$ cat config.mk
export PLATFORM = sky130hd
export DESIGN_NAME = decoded_sample_packer_flat
export DESIGN_NICKNAME = d
export VERILOG_FILES = /design/src/rtl/huff_pkg.sv /design/src/rtl/decoded_sample_packer_if.sv /design/src/rtl/packer_fifo.sv /design/src/rtl/decoded_sample_packer.sv /design/src/flat_wrapper.sv
export SDC_FILE = /design/constraint.sdc
export NUM_CORES = 1
export LEC_CHECK = 0
export CAP_MARGIN = 20
export CORE_ASPECT_RATIO = 0.5
export CORE_MARGIN = 2
export CORE_UTILIZATION = 52
export CTS_CLUSTER_SIZE = 40
export DETAILED_ROUTE_END_ITERATION = 7
export HOLD_SLACK_MARGIN = 0.05
export PLACE_DENSITY_LB_ADDON = 0.25
export SLEW_MARGIN = 0
export SYNTH_ARGS = -nofsm -noshare
export SYNTH_HDL_FRONTEND = slang
export SYNTH_HIERARCHICAL = 1
export SYNTH_SLANG_ARGS = --single-unit
$ cat constraint.sdc
create_clock -name clk -period 2.7 [get_ports clk]
set_input_delay 0.54 -clock clk [delete_from_list [all_inputs] [get_ports clk]]
set_output_delay 0.54 -clock clk [all_outputs]
set_load 0.01 [all_outputs]
$ cat src/rtl/huff_pkg.sv
// huff_pkg: shared widths and types for the Huffman decoder and its sample packer
package huff_pkg;
  localparam int DATA_W = 4;
  localparam int PACK   = 4;
  localparam int WORD_W = DATA_W * PACK;
  localparam int CNT_W  = $clog2(PACK) + 1;
  typedef logic signed [DATA_W-1:0] sym_t;
  typedef struct packed {
    logic [WORD_W-1:0] data;
    logic [CNT_W-1:0]  cnt;
  } entry_t;
endpackage

$ cat src/rtl/decoded_sample_packer_if.sv
// decoded_sample_packer_if: decoder symbol strobe, flush, packed-word stream and debug status
//   tvalid/decodedData/flush : symbol input side (master drives)
//   mValid/mData/mCount/mReady : packed-word stream (mReady from master)
//   overflow/symCount : sticky drop flag and accepted-symbol counter
interface decoded_sample_packer_if;
  import huff_pkg::*;
  logic              tvalid;
  sym_t              decodedData;
  logic              flush;
  logic              mValid;
  logic [WORD_W-1:0] mData;
  logic [CNT_W-1:0]  mCount;
  logic              mReady;
  logic              overflow;
  logic [15:0]       symCount;
  modport slave (input tvalid, decodedData, flush, mReady,
                 output mValid, mData, mCount, overflow, symCount);
  modport master (output tvalid, decodedData, flush, mReady,
                  input mValid, mData, mCount, overflow, symCount);
endinterface

$ cat src/rtl/packer_fifo.sv
// packer_fifo: show-ahead synchronous FIFO of packed words with their symbol counts
//   clk/reset : clock, synchronous active-low reset
//   i_push/i_entry : write request and entry; dropped when full unless popping
//   i_pop : consume head (ignored when empty)
//   o_valid/o_entry : head valid and registered head entry
//   o_full : every slot occupied
module packer_fifo import huff_pkg::*; #(
  parameter int DEPTH = 4
) (
  input  logic   clk,
  input  logic   reset,
  input  logic   i_push,
  input  entry_t i_entry,
  input  logic   i_pop,
  output logic   o_valid,
  output entry_t o_entry,
  output logic   o_full
);
  localparam int AW = $clog2(DEPTH);
  logic [AW-1:0] r_wr, r_rd;
  logic [AW:0]   r_cnt;
  entry_t        r_mem [DEPTH];
  logic          w_pop, w_push;
  always_comb begin
    o_valid = r_cnt != '0;
    o_full  = r_cnt == (AW+1)'(DEPTH);
    o_entry = r_mem[r_rd];
    w_pop   = i_pop & o_valid;
    // a pop frees the slot the write lands in, so full+pop still accepts
    w_push  = i_push & (~o_full | w_pop);
  end
  always_ff @(posedge clk) begin
    if (!reset) begin
      r_wr  <= '0;
      r_rd  <= '0;
      r_cnt <= '0;
      for (int i = 0; i < DEPTH; i++) r_mem[i] <= '0;
    end else begin
      if (w_push) begin
        r_mem[r_wr] <= i_entry;
        r_wr        <= r_wr + 1'b1;
      end
      if (w_pop) r_rd <= r_rd + 1'b1;
      r_cnt <= r_cnt + (AW+1)'(w_push) - (AW+1)'(w_pop);
    end
  end
endmodule

$ cat src/rtl/decoded_sample_packer.sv
// decoded_sample_packer: packs decoder symbols LSB-first into words and queues them for the sink
//   clk/reset : clock, synchronous active-low reset
//   bus (slave) : symbol input, flush, packed-word stream, overflow and symbol count
module decoded_sample_packer import huff_pkg::*; #(
  parameter int FIFO_DEPTH = 4
) (
  input logic clk,
  input logic reset,
  decoded_sample_packer_if.slave bus
);
  localparam int FW = $clog2(PACK);
  logic [FW-1:0]     r_fill;
  logic [WORD_W-1:0] r_pk;
  logic              r_overflow;
  logic [15:0]       r_sym_count;
  logic [WORD_W-1:0] w_pk;
  logic              w_push, w_pop, w_full, w_valid;
  entry_t            w_entry, w_head;
  always_comb begin
    // upper nibbles of r_pk are always zero, so OR-ing in the new nibble is enough;
    // the zero-padded concat keeps the signed symbol from sign-extending
    w_pk    = bus.tvalid ? r_pk | ({{(WORD_W-DATA_W){1'b0}}, bus.decodedData} << (DATA_W * r_fill)) : r_pk;
    w_push  = bus.tvalid ? (r_fill == FW'(PACK-1)) | bus.flush : bus.flush & (r_fill != '0);
    w_entry = '{data: w_pk, cnt: CNT_W'(r_fill) + CNT_W'(bus.tvalid)};
    w_pop   = w_valid & bus.mReady;
  end
  always_ff @(posedge clk) begin
    if (!reset) begin
      r_fill      <= '0;
      r_pk        <= '0;
      r_overflow  <= 1'b0;
      r_sym_count <= '0;
    end else begin
      if (w_push) begin
        r_fill <= '0;
        r_pk   <= '0;
      end else if (bus.tvalid) begin
        r_fill <= r_fill + 1'b1;
        r_pk   <= w_pk;
      end
      if (bus.tvalid) r_sym_count <= r_sym_count + 16'd1;
      if (w_push & w_full & ~w_pop) r_overflow <= 1'b1;
    end
  end
  packer_fifo #(.DEPTH(FIFO_DEPTH)) u_fifo (
    .clk    (clk),
    .reset  (reset),
    .i_push (w_push),
    .i_entry(w_entry),
    .i_pop  (w_pop),
    .o_valid(w_valid),
    .o_entry(w_head),
    .o_full (w_full)
  );
  assign bus.mValid   = w_valid;
  assign bus.mData    = w_head.data;
  assign bus.mCount   = w_head.cnt;
  assign bus.overflow = r_overflow;
  assign bus.symCount = r_sym_count;
endmodule

$ cat src/flat_wrapper.sv
// flat-port wrapper written by rule: the top's interface ports become plain ports
module decoded_sample_packer_flat import huff_pkg::*;
#(
  parameter int FIFO_DEPTH = 4
)
  (clk, reset, bus_tvalid, bus_decodedData, bus_flush, bus_mReady, bus_mValid, bus_mData, bus_mCount, bus_overflow, bus_symCount);
  decoded_sample_packer_if bus_i ();
  input logic clk;
  input logic reset;
  input wire logic [$bits(bus_i.tvalid)-1:0] bus_tvalid;
  input wire logic [$bits(bus_i.decodedData)-1:0] bus_decodedData;
  input wire logic [$bits(bus_i.flush)-1:0] bus_flush;
  input wire logic [$bits(bus_i.mReady)-1:0] bus_mReady;
  output wire logic [$bits(bus_i.mValid)-1:0] bus_mValid;
  output wire logic [$bits(bus_i.mData)-1:0] bus_mData;
  output wire logic [$bits(bus_i.mCount)-1:0] bus_mCount;
  output wire logic [$bits(bus_i.overflow)-1:0] bus_overflow;
  output wire logic [$bits(bus_i.symCount)-1:0] bus_symCount;
  assign bus_i.tvalid = bus_tvalid;
  assign bus_i.decodedData = bus_decodedData;
  assign bus_i.flush = bus_flush;
  assign bus_i.mReady = bus_mReady;
  assign bus_mValid = bus_i.mValid;
  assign bus_mData = bus_i.mData;
  assign bus_mCount = bus_i.mCount;
  assign bus_overflow = bus_i.overflow;
  assign bus_symCount = bus_i.symCount;
  decoded_sample_packer #(.FIFO_DEPTH(FIFO_DEPTH)) u_core (.clk(clk), .reset(reset), .bus(bus_i));
endmodule
==> run_summary.xml, run 1 <==
<?xml version="1.0" encoding="UTF-8"?>
<metrics>
  <group name="outcome">
    <metric name="status" unit="">finished clean</metric>
  </group>
  <group name="logic_synthesis">
    <metric name="synthMostInstantiatedCell" unit="">sky130_fd_sc_hd__edfxtp_1</metric>
    <metric name="synth_cells" unit="">389</metric>
    <metric name="ys.flop_type" unit="">sky130_fd_sc_hd__edfxtp_1</metric>
    <metric name="ys_async_sr_fraction" unit="%">0</metric>
    <metric name="synth.lib_cells_used.distinct" unit="">41</metric>
    <metric name="synth-seq-cells" unit="">120</metric>
    <metric name="synth_top_cell_area_share" unit="%">43.3</metric>
    <metric name="yosysWarnings" unit="">6</metric>
    <metric name="synth_fp_nets" unit="">406</metric>
    <metric name="most_frequent_cells_after_synthesis" unit="">sky130_fd_sc_hd__edfxtp_1 (76), sky130_fd_sc_hd__and2_1 (61), sky130_fd_sc_hd__dfxtp_1 (44)</metric>
    <metric name="yosys.area.top_type" unit="">sky130_fd_sc_hd__edfxtp_1</metric>
    <metric name="netlist_area" unit="sq um">5270</metric>
    <metric name="synth.area.top_cells" unit="">sky130_fd_sc_hd__edfxtp_1 (43%), sky130_fd_sc_hd__dfxtp_1 (17%), sky130_fd_sc_hd__mux4_2 (8.1%)</metric>
    <metric name="synth-edff-count" unit="">76</metric>
    <metric name="syn_area_per_cell" unit="sq um">13.5</metric>
    <metric name="synth-seq-area-share" unit="%">60.0</metric>
  </group>
  <group name="global_routing">
    <metric name="grt_pass1_wl" unit="microns">18000</metric>
    <metric name="grt_pass1_vias" unit="">3457</metric>
    <metric name="antenna_found_initial" unit="">0</metric>
    <metric name="grt_usage" unit="%">22.1</metric>
    <metric name="largest_net_degree_at_the_start_of_global_routing" unit="">21</metric>
    <metric name="globalRoute.totalOverflow" unit="">0</metric>
  </group>
  <group name="sta">
    <metric name="final_min_period_over_clock_period" unit="%">95.8</metric>
    <metric name="post_layout_min_period" unit="ns">2.59</metric>
    <metric name="maxSlewHeadroom" unit="%">54.2</metric>
    <metric name="fin_skew" unit="ns">0.00832</metric>
    <metric name="timing_max_transition_violations_final" unit="">0</metric>
    <metric name="max_slew.worst_pin.slew" unit="ns">0.686</metric>
    <metric name="rsz0062_at_grt" unit="">false</metric>
    <metric name="number_of_hold_violations_in_the_final_report" unit="">0</metric>
    <metric name="fmaxAchievable" unit="GHz">0.386</metric>
    <metric name="setup_viol" unit="">0</metric>
    <metric name="finalWorstSetupSlack" unit="ns">0.112</metric>
  </group>
  <group name="clock_tree">
    <metric name="clock_sink_count" unit="">120</metric>
    <metric name="post-cts-setup-buffer-count" unit="">0</metric>
    <metric name="number_of_cts_inserted_buffers" unit="">17</metric>
    <metric name="cts_htree_levels" unit="">4</metric>
    <metric name="cts_tree" unit="">built</metric>
    <metric name="cts_repair_resize_count" unit="">0</metric>
    <metric name="clock_slew_at_reported_path_ffs" unit="ns">0.05</metric>
    <metric name="cts-root-to-sink-buffers" unit="">2</metric>
    <metric name="cts-root-buf" unit="">sky130_fd_sc_hd__clkbuf_16</metric>
    <metric name="clock_insertion_delay_worst_skew" unit="ns">0.41</metric>
    <metric name="number_of_buffers_inserted_by_hold_repair_at_cts" unit="">0</metric>
  </group>
  <group name="die">
    <metric name="core-area" unit="sq um">9630</metric>
    <metric name="fp-row-count" unit="">25</metric>
    <metric name="fp.dieH" unit="microns">75.2</metric>
    <metric name="total_die_area" unit="sq um">11000</metric>
    <metric name="io_pins" unit="">46</metric>
    <metric name="initial_utilization" unit="%">54.7</metric>
    <metric name="fp.dieW" unit="microns">146</metric>
  </group>
  <group name="finish">
    <metric name="final_core_utilization" unit="%">68.5</metric>
    <metric name="fillers" unit="">720</metric>
    <metric name="drive_gt1_share" unit="%">20.3</metric>
    <metric name="num_antenna_cells" unit="">0</metric>
    <metric name="flow.area_growth_from_synthesis" unit="%">25.3</metric>
    <metric name="finalNetCount" unit="">468</metric>
  </group>
  <group name="placed_design">
    <metric name="dp_slack" unit="ns">-0.0506</metric>
    <metric name="hpwl" unit="microns">6980</metric>
    <metric name="place.port_buffers" unit="">45</metric>
    <metric name="place_congestion" unit="">0.798</metric>
  </group>
  <group name="critical_path">
    <metric name="arrival" unit="ns">2.89</metric>
    <metric name="origin_of_the_critical_flop_to_flop_path" unit="">u_core/u_fifo/r_cnt[1]</metric>
    <metric name="timing.critical_path.buf_inv" unit="">3</metric>
    <metric name="worst_setup_path_end_kind" unit="">flip-flop</metric>
    <metric name="worstReg2RegEnd" unit="">u_core/u_fifo/r_cnt[2]</metric>
    <metric name="critical-path-max-stage-delay" unit="ns">0.50</metric>
    <metric name="critical_path.most_common_cell" unit="">sky130_fd_sc_hd__inv_1</metric>
    <metric name="path_max_fanout" unit="">4</metric>
    <metric name="crit_path_slowest_cell" unit="">sky130_fd_sc_hd__or3_2</metric>
    <metric name="critical_path.startpoint_type" unit="">flip-flop</metric>
    <metric name="crit_family" unit="">adder cells</metric>
    <metric name="timing.critical_path.cells" unit="">or3_2 -&gt; nand2_1 -&gt; inv_1 -&gt; o31a_2 -&gt; ha_1 -&gt; inv_1 -&gt; ha_1 -&gt; inv_1 -&gt; fa_2 -&gt; xnor2_2 -&gt; xnor2_1 -&gt; and2_1</metric>
    <metric name="cp.required" unit="ns">3.00</metric>
    <metric name="cp.depth" unit="">12</metric>
    <metric name="r2r.worst_path.cells" unit="">12</metric>
    <metric name="critPathKind" unit="">flip-flop to flip-flop</metric>
    <metric name="crit_path_start" unit="">u_core/u_fifo/r_cnt[1]</metric>
    <metric name="setup.reg_to_reg.worst_slack" unit="ns">0.11</metric>
  </group>
  <group name="detailed_routing">
    <metric name="vias" unit="">3264</metric>
    <metric name="postRouteAntennaNets" unit="">0</metric>
    <metric name="drt-pass1-iter-count" unit="">4</metric>
    <metric name="routedWlPerCell" unit="microns">18.8</metric>
    <metric name="post-route-drc-count" unit="">0</metric>
    <metric name="via_density" unit="">5.45</metric>
    <metric name="postRouteWirelength" unit="microns">11300</metric>
    <metric name="drt-initial-drc-count" unit="">212</metric>
  </group>
  <group name="hold_path">
    <metric name="timing.hold.worst.start" unit="">u_core/bus.symCount[15]</metric>
    <metric name="hold-path-endpoint" unit="">u_core/bus.symCount[15]</metric>
    <metric name="hp-class" unit="">flip-flop to flip-flop</metric>
    <metric name="min_path_cells" unit="">2</metric>
  </group>
  <group name="run">
    <metric name="maxCapViolations" unit="">0</metric>
  </group>
  <group name="power">
    <metric name="p_per_area" unit="nW/um^2">838</metric>
    <metric name="power_leakage" unit="uW">0.00264</metric>
    <metric name="vdd_ir_drop_max" unit="mV">0.534</metric>
  </group>
</metrics>
==> worst max path at each step <==
stage	to	slack, ns
floorplan	u_core/u_fifo/r_mem[1][0]	-0.23
global placement	u_core/u_fifo/r_cnt[2]	0.05
detailed placement	u_core/u_fifo/r_cnt[2]	-0.05
CTS	u_core/u_fifo/r_cnt[2]	0.06
global route	u_core/u_fifo/r_cnt[2]	0.001
finish	u_core/u_fifo/r_cnt[2]	0.11
==> metrics by stage <==
step           total power (uW)  instances  cell area (sq um)  hold slack [ns]  setup TNS [ns]
2_1_floorplan              2670        389               5270            0.468           -8.71
3_3_place_gp               2980        567               5930            0.455               0
3_5_place_dp               3030        567               5930            0.469         -0.0506
4_1_cts                    5550        599               6590            0.478               0
5_1_grt                    5710        599               6600            0.489               0
6_report                   5530        599               6600            0.473               0
==> power by group <==
part           switching, uW  internal [uW]  leakage [uW]
Sequential              65.7           2080       0.00115
Clock                    792           1720      0.000313
Combinational            408            464       0.00118
Total                   1270           4270       0.00264
==> tightest hold or removal path, stage by stage (launching register included) <==
cell	delay [ns]
sky130_fd_sc_hd__dfxtp_1	0.31
sky130_fd_sc_hd__nand2_1	0.05
sky130_fd_sc_hd__mux2i_1	0.06
==> per-layer routing <==
metal  share of wire, %  track usage [%]  vias to the layer above
met4                1.2             8.41                        0
li1                   -                -                     1519
met3                4.6             4.79                       11
met1                 45             27.6                     1641
met2                 49             39.3                       93
met5                  0                0                        -
==> placed cells by master, fill, tap and decap left out, drive strengths merged, types with 2 or more instances in the layout <==
| cell | n |
|---|---|
| o21ai | 6 |
| clkinvlp | 3 |
| buf | 15 |
| clkinv | 4 |
| or3 | 2 |
| clkdlybuf4s50 | 45 |
| mux2i | 7 |
| clkbuf | 19 |
| nand2 | 12 |
| nor2 | 15 |
| and2 | 80 |
| nor2b | 19 |
| nor4b | 3 |
| edfxtp | 76 |
| xnor2 | 8 |
| and3 | 7 |
| bufinv | 6 |
| inv | 10 |
| nand2b | 8 |
| a21o | 17 |
| and4 | 4 |
| xor2 | 7 |
| mux4 | 19 |
| nand3 | 5 |
| dfxtp | 44 |
| ha | 7 |
| nand4 | 7 |
==> layout make-up <==
cell class              count  area [sq um]  share of cell area (%)
flip-flops and latches    120          3160                    47.9
multi-input cells         242          1990                    30.2
repair buffers             60           576                    8.72
clock buffers              19           433                    6.56
clock inverters            13           226                    3.43
well taps                 135           169                    2.56
inverters                  10          37.5                   0.569
==> registers in the layout, indices dropped and copies added (netlist names), named ones only <==
signal               flops
u_core/bus.overflow      1
u_core/bus.symCount     16
u_core/r_fill            2
u_core/r_pk             16
u_core/u_fifo/r_cnt      3
u_core/u_fifo/r_mem     76
u_core/u_fifo/r_rd       2
u_core/u_fifo/r_wr       2
==> logic make-up after synthesis <==
group	after synthesis	share of synthesized area (%)
buffers and inverters	27	2.52
adder cells (fa/ha/maj)	8	2.04
multiplexers	26	9.45
XOR/XNOR	15	2.49
flip-flops	120	60.0
AO/OA/AOI/OAI	27	3.56
AND/OR/NAND/NOR	166	19.9
Power figures use the tool's default switching activity.
==> inputs of run 2 (changes only) <==
--- a/config.mk
+++ b/config.mk
@@ -9,7 +9,6 @@
 export CORE_ASPECT_RATIO = 0.5
 export CORE_MARGIN = 2
 export CORE_UTILIZATION = 52
-export CTS_CLUSTER_SIZE = 40
 export DETAILED_ROUTE_END_ITERATION = 7
 export HOLD_SLACK_MARGIN = 0.05
 export PLACE_DENSITY_LB_ADDON = 0.25
==> results of run 2 <==
Final layout, timing and power as in run 1 (identical DEF).
==> patch 1 (flow settings as in run 1) <==
Make the reset (`reset`) asynchronous in 2 clocked blocks. Comments in the files are not updated.
--- a/src/rtl/packer_fifo.sv
+++ b/src/rtl/packer_fifo.sv
@@ -29,7 +29,7 @@
     // a pop frees the slot the write lands in, so full+pop still accepts
     w_push  = i_push & (~o_full | w_pop);
   end
-  always_ff @(posedge clk) begin
+  always_ff @(posedge clk or negedge reset) begin
     if (!reset) begin
       r_wr  <= '0;
       r_rd  <= '0;
--- a/src/rtl/decoded_sample_packer.sv
+++ b/src/rtl/decoded_sample_packer.sv
@@ -24,7 +24,7 @@
     w_entry = '{data: w_pk, cnt: CNT_W'(r_fill) + CNT_W'(bus.tvalid)};
     w_pop   = w_valid & bus.mReady;
   end
-  always_ff @(posedge clk) begin
+  always_ff @(posedge clk or negedge reset) begin
     if (!reset) begin
       r_fill      <= '0;
       r_pk        <= '0;
Check against the original RTL: differs if reset is asserted again (counterexample within 4 cycles, from zero or initial values and one cycle with reset low); with reset held inactive, the same outputs for 4 cycles.
==> patch 1 against run 1 <==
Critical path depth down 9. Sequential share of layout area down 4.7 points. Design area up 3.5%. Count of clock-buffer cells in the layout unchanged. Register-to-register slack better by 0.04 ns. Non-clock buffer count unchanged. Sequential cell count down 2. First-iteration DRC count down 18%. Setup slack worse by 0.0088 ns. Area after synthesis up 2.4%. Largest cell class unchanged. Wire length up 1.6%.
Power is not compared: it rests on default switching activity, and its combinational part moved more than twofold at a synthesized area within 25%.
==> patch 1: results (changes against run 1) <==
- Final net count: 452 (-3.4%)
- Gp weighted congestion: 0.8211 (+2.8%)
- Fraction of area in registers: 43.23% (-4.7 points)
- Pin count of the biggest net entering global routing: 119 (+470%)
- DR WL/cell: 19.59 µm (+4.2%)
- Via count: 3275 (+0.34%)
- Met1 usage: 30.35% (+2.8 points)
- Multi-Input Combinational: 222 (-8.3%)
- Crit-path max FO: 16 (+12)
- Worst EP arrival: 2.06 ns (-0.83 ns)
- Met2 routed WL: 5.619 mm (+1.9%)
- Met2 Usage GRT: 35.14% (-4.2 points)
- Top cells by count, synth: dfrtp_1 (118), mux2_2 (79), mux4_2 (19)
- Signal inverters: 12 (+2)
- Syn_nets: 384 (-5.4%)
- Met3 Wirelength: 422 µm (-18%)
- Outcome: finished clean
- Pre-CTS setup slack: -0.01327 ns (+0.03734 ns)
- Worst Tran Pin Value: 0.6588 ns (-0.02763 ns)
- Adder-cell share of the synthesized area: 2.923% (+0.88 points)
- Area contributors post-synth: dfrtp_1 (55%), mux2_2 (16%), mux4_2 (7.9%)
- Total power: 7.881 mW
- Synth Area in Compound Gates: 4.825% (+1.3 points)
- Slowest-stage cell, CP: mux4_2
- Gr usage total: 22.35% (+0.25 points)
- Async set-reset flop share out of synthesis: 100.0% (+100 points)
- Crit path max-delay family: buffers and inverters
- Global-route wire length before repair: 19.24 mm (+6.7%)
- Seq/Total Area, Yosys: 54.74% (-5.3 points)
- Vias in the first global route: 3602 (+4.2%)
- Main synth FF type: dfrtp_1
- Fraction of layout cells with a size suffix above 1: 37.39% (+17 points)
- Worst min path class: primary input to asynchronous set/reset pin
- Clock Skews: 0.008411 ns (+0.00009309 ns)
- Met3 Use GR: 5.928% (+1.1 points)
- Post-Synth XOR/XNOR Area: 3.248% (+0.75 points)
- CP peak stage delay: 0.54 ns (+0.04 ns)
- Wire length on met1: 5.279 mm (+3.4%)
- Fill cells: 689 (-4.3%)
- Non-clock buffers, area share: 9.484% (+0.76 points)
- Iter 0 DRT Violations: 174 (-18%)
- Cell variety after synth: 40 (-2.4%)
- Multi-input combinational area share: 33.91% (+3.7 points)
patch 1: cell types whose count changed in the layout (fill, tap and decap cells not counted), sizes merged, moves of 8 or more:
| cell | run 1 | this run |
|---|---|---|
| dfrtp | 0 | 118 |
| mux2 | 0 | 79 |
| edfxtp | 76 | 0 |
| and2 | 80 | 8 |
| dfxtp | 44 | 0 |
| nor2b | 19 | 0 |
| a21o | 17 | 0 |
| o21bai | 0 | 12 |
| a22o | 0 | 8 |
patch 1: final timing paths:
path | startpoint | to | slack, ns | depth (start not counted)
hold / removal | reset | u_core/bus.symCount[13]$_DFFE_PN0P_ | 0.18 | 2
setup reg to reg | u_core/u_fifo/r_cnt[2]$_DFF_PN0_ | u_core/u_fifo/r_cnt[2]$_DFF_PN0_ | 0.15 | 9
max in group asynchronous | reset | u_core/u_fifo/r_mem[61]$_DFFE_PN0P_ | 1.98 | 2
hold reg to reg | u_core/bus.symCount[15]$_DFFE_PN0P_ | u_core/bus.symCount[15]$_DFFE_PN0P_ | 0.46 | 1
min in group clk | u_core/bus.symCount[15]$_DFFE_PN0P_ | u_core/bus.symCount[15]$_DFFE_PN0P_ | 0.46 | 1
setup / recovery | u_core/u_fifo/r_rd[0]$_DFFE_PN0P_ | bus_mData[2] | 0.10 | 3
patch 1: worst register-to-register path: cells and delay by family (launching register included):
kind                       cells  cell delay (ns)
xor gates and xnor gates       2             0.29
adders and majority gates      2             0.59
buffers and inverters          1             0.08
DFF                            1             0.44
and+or+nand+nor                4             1.03
patch 1: through the flow:
| stage | util (%) | std cells | area, µm² |
|---|---|---|---|
| after global placement | 60.48 | 552 | 6138 |
| after detailed placement | 60.48 | 552 | 6138 |
| after CTS | 67.32 | 584 | 6833 |
| after floorplan | - | 363 | 5398 |
| final | 67.33 | 584 | 6834 |
| after global routing | 67.33 | 584 | 6834 |
==> patch 2 (flow settings as in run 1) <==
Without the edit above. `PACK`: 4 -> 2.
--- a/src/rtl/huff_pkg.sv
+++ b/src/rtl/huff_pkg.sv
@@ -1,7 +1,7 @@
 // huff_pkg: shared widths and types for the Huffman decoder and its sample packer
 package huff_pkg;
   localparam int DATA_W = 4;
-  localparam int PACK   = 4;
+  localparam int PACK   = 2;
   localparam int WORD_W = DATA_W * PACK;
   localparam int CNT_W  = $clog2(PACK) + 1;
   typedef logic signed [DATA_W-1:0] sym_t;
Ports: changed (resized bus_mCount and bus_mData); port bits go from 46 to 37. No check against the original RTL was run, so the function may have changed too.
==> patch 2 against run 1 <==
Clock skew down 0.0034 ns. Design area fell by 36%. Wire length shrank 41%. Total power is 41% lower. Clock power shrank 48%. Synthesized cell count decreased by 32%. Sequential share of layout area fell by 2.8 points. Sequential cell count decreased by 45. Area after synthesis shrank 36%. Combinational power decreased by 30%. Setup slack gained 0.029 ns. Maximum frequency rose by 1.1%. Count of clock-buffer cells in the layout fell by 7. Largest power group is now registers.
==> patch 2: results (changes against run 1) <==
- Gr usage total: 20.03% (-2.1 points)
- Async set-reset flop share out of synthesis: 0% (unchanged)
- Crit-path max FO: 6 (+2)
- Internal power: 2.475 mW (-42%)
- Mux contribution to synthesized area: 7.887% (-1.6 points)
- Reg2reg setup slack: 0.14 ns (+0.03 ns)
- Post-Place Cells: 389 (-31%)
- Post-Synth XOR/XNOR Area: 3.646% (+1.2 points)
- Synth Area in Compound Gates: 4.836% (+1.3 points)
- Wirelength, routed: 6.605 mm (-41%)
- Number of synthesized flops with an enable pin: 40 (-47%)
- Gp weighted congestion: 0.8238 (+3.2%)
- Met1 usage: 24.53% (-3.0 points)
- Clock Skews: 0.004951 ns (-0.003367 ns)
- Htree depth: 3 (-1)
- Adder-cell share of the synthesized area: 2.381% (+0.34 points)
- Mean cell area of the mapped netlist: 12.74 µm² (-5.9%)
- Worst r2r src: u_core/u_fifo/r_cnt[2]$_SDFF_PN0_
- Hold path depth: 1 (-1)
- Cell variety after synth: 44 (+7.3%)
- Worst reg-to-reg path cell count: 12 (unchanged)
- Fraction of layout cells with a size suffix above 1: 17.35% (-2.9 points)
- Worst Tran Pin Value: 0.9067 ns (+0.2203 ns)
- Worst EP arrival: 2.82 ns (-0.07 ns)
- Hold endpoint: u_core/r_pk[7]$_SDFFE_PP0P_
- Met2 Usage GRT: 32.89% (-6.4 points)
- Setup Buffers After CTS: 0 (unchanged)
- Hold path start: u_core/r_pk[7]$_SDFFE_PP0P_
- Worst r2r dst: u_core/u_fifo/r_cnt[2]$_SDFF_PN0_
- Latest clock arrival within the worst-skew pair: 0.33 ns (-0.08 ns)
- Top cells by count, synth: and2_1 (50), edfxtp_1 (40), dfxtp_1 (35)
- WHS: 0.4682 ns (-0.004607 ns)
- Number of flip-flops in the largest register: 40 (-47%)
- Max rail drop VDD: 0.3283 mV (-39%)
- Clock Tree Buf Depth: 2 (unchanged)
- IO buf count: 36 (-20%)
- Met3 Use GR: 7.049% (+2.3 points)
- # diodes: 0 (unchanged)
- Placed Area: 0.003871 mm² (-35%)
- Seq/Total Area, Yosys: 56.55% (-3.5 points)
- Pre-CTS setup slack: -0.01663 ns (+0.03398 ns)
- DP HPWL: 4.262 mm (-39%)
- Final net count: 326 (-30%)
- Vias in the first global route: 2102 (-39%)
- Yosys warnings: 6 (unchanged)
- Iter 0 DRT Violations: 163 (-23%)
- Syn_nets: 278 (-32%)
- Global-route wire length before repair: 10.62 mm (-41%)
- CP peak stage delay: 0.40 ns (-0.10 ns)
- Pin count of the biggest net entering global routing: 39 (+86%)
- Leak: 1.674 nW (-37%)
- TritonCTS Buffers: 9 (-8)
- Area contributors post-synth: edfxtp_1 (36%), dfxtp_1 (21%), and2_1 (9.3%)
- Vias/cell: 5.378 (-1.3%)
- CTS root buf: clkbuf_16
- Slowest-stage cell, CP: fa_1
- Largest Register: u_core/u_fifo/r_mem
- Outcome: finished clean
- Fill cells: 459 (-36%)
- DR WL/cell: 16.31 µm (-13%)
[patch 2: cell count changes after synthesis, moves of 5 or more]
cell / run 1 / this run
edfxtp_1: 76 / 40
clkbuf_1: 10 / 5
dfxtp_1: 44 / 35
and2_4: 10 / 0
a31o_2: 0 / 5
nor2_1: 15 / 7
and2_2: 9 / 0
nor2b_1: 19 / 2
mux4_2: 19 / 10
a21o_1: 17 / 5
and2_1: 61 / 50
[patch 2: layout make-up]
| cell class | count | area, µm² | share of cell area, % |
|---|---|---|---|
| inverters | 10 | 37.54 | 0.8902 |
| flip-flops and latches | 75 | 1903 | 45.13 |
| repair buffers | 46 | 435.4 | 10.33 |
| clock buffers | 12 | 256.5 | 6.083 |
| well taps | 88 | 110.1 | 2.611 |
| multi-input cells | 170 | 1401 | 33.23 |
| clock inverters | 4 | 72.57 | 1.721 |
[patch 2: metal layers]
| layer | up-vias | routed length (µm) |
|---|---|---|
| met2 | 57 | 3067 |
| met1 | 1070 | 3041 |
| met3 | 11 | 408 |
| met5 | - | 0 |
| met4 | 0 | 87 |
| li1 | 1040 | - |
[patch 2: timing repair]
item	CTS	global route
hold buffers	0	0
gates resized for setup	0	3
setup endpoints to repair	0	1
[patch 2: worst max path at each step]
stage | from | to | slack, ns | depth (start not counted)
after global routing | u_core/u_fifo/r_cnt[2]$_SDFF_PN0_ | u_core/u_fifo/r_cnt[2]$_SDFF_PN0_ | 0.005 | 12
after floorplan | u_core/u_fifo/r_cnt[1]$_SDFF_PN0_ | u_core/u_fifo/r_cnt[2]$_SDFF_PN0_ | 0.03 | 13
after detailed placement | bus_mReady | u_core/u_fifo/r_cnt[2]$_SDFF_PN0_ | -0.02 | 12
final | u_core/u_fifo/r_cnt[2]$_SDFF_PN0_ | u_core/u_fifo/r_cnt[2]$_SDFF_PN0_ | 0.14 | 12
after global placement | bus_tvalid | u_core/u_fifo/r_mem[2][2]$_SDFFCE_PN0P_ | 0.08 | 5
after CTS | u_core/u_fifo/r_cnt[0]$_SDFF_PN0_ | u_core/u_fifo/r_cnt[2]$_SDFF_PN0_ | 0.16 | 12
[patch 2: worst register-to-register path: cells and delay by family (launching register included)]
family | cells | cell delay (ns)
flops | 1 | 0.39
xor+xnor | 1 | 0.17
buf+inv | 3 | 0.19
simple gates | 4 | 0.76
compound gates | 1 | 0.15
fa+ha+maj | 3 | 0.84
[patch 2: power groups by stage]
stage / Sequential [mW] / Combinational (mW) / Clock (mW)
floorplan: 1.37 / 0.349 / 0
global placement: 1.36 / 0.576 / 0
detailed placement: 1.37 / 0.598 / 0
CTS: 1.35 / 0.604 / 1.33
global route: 1.36 / 0.666 / 1.36
finish: 1.35 / 0.614 / 1.30
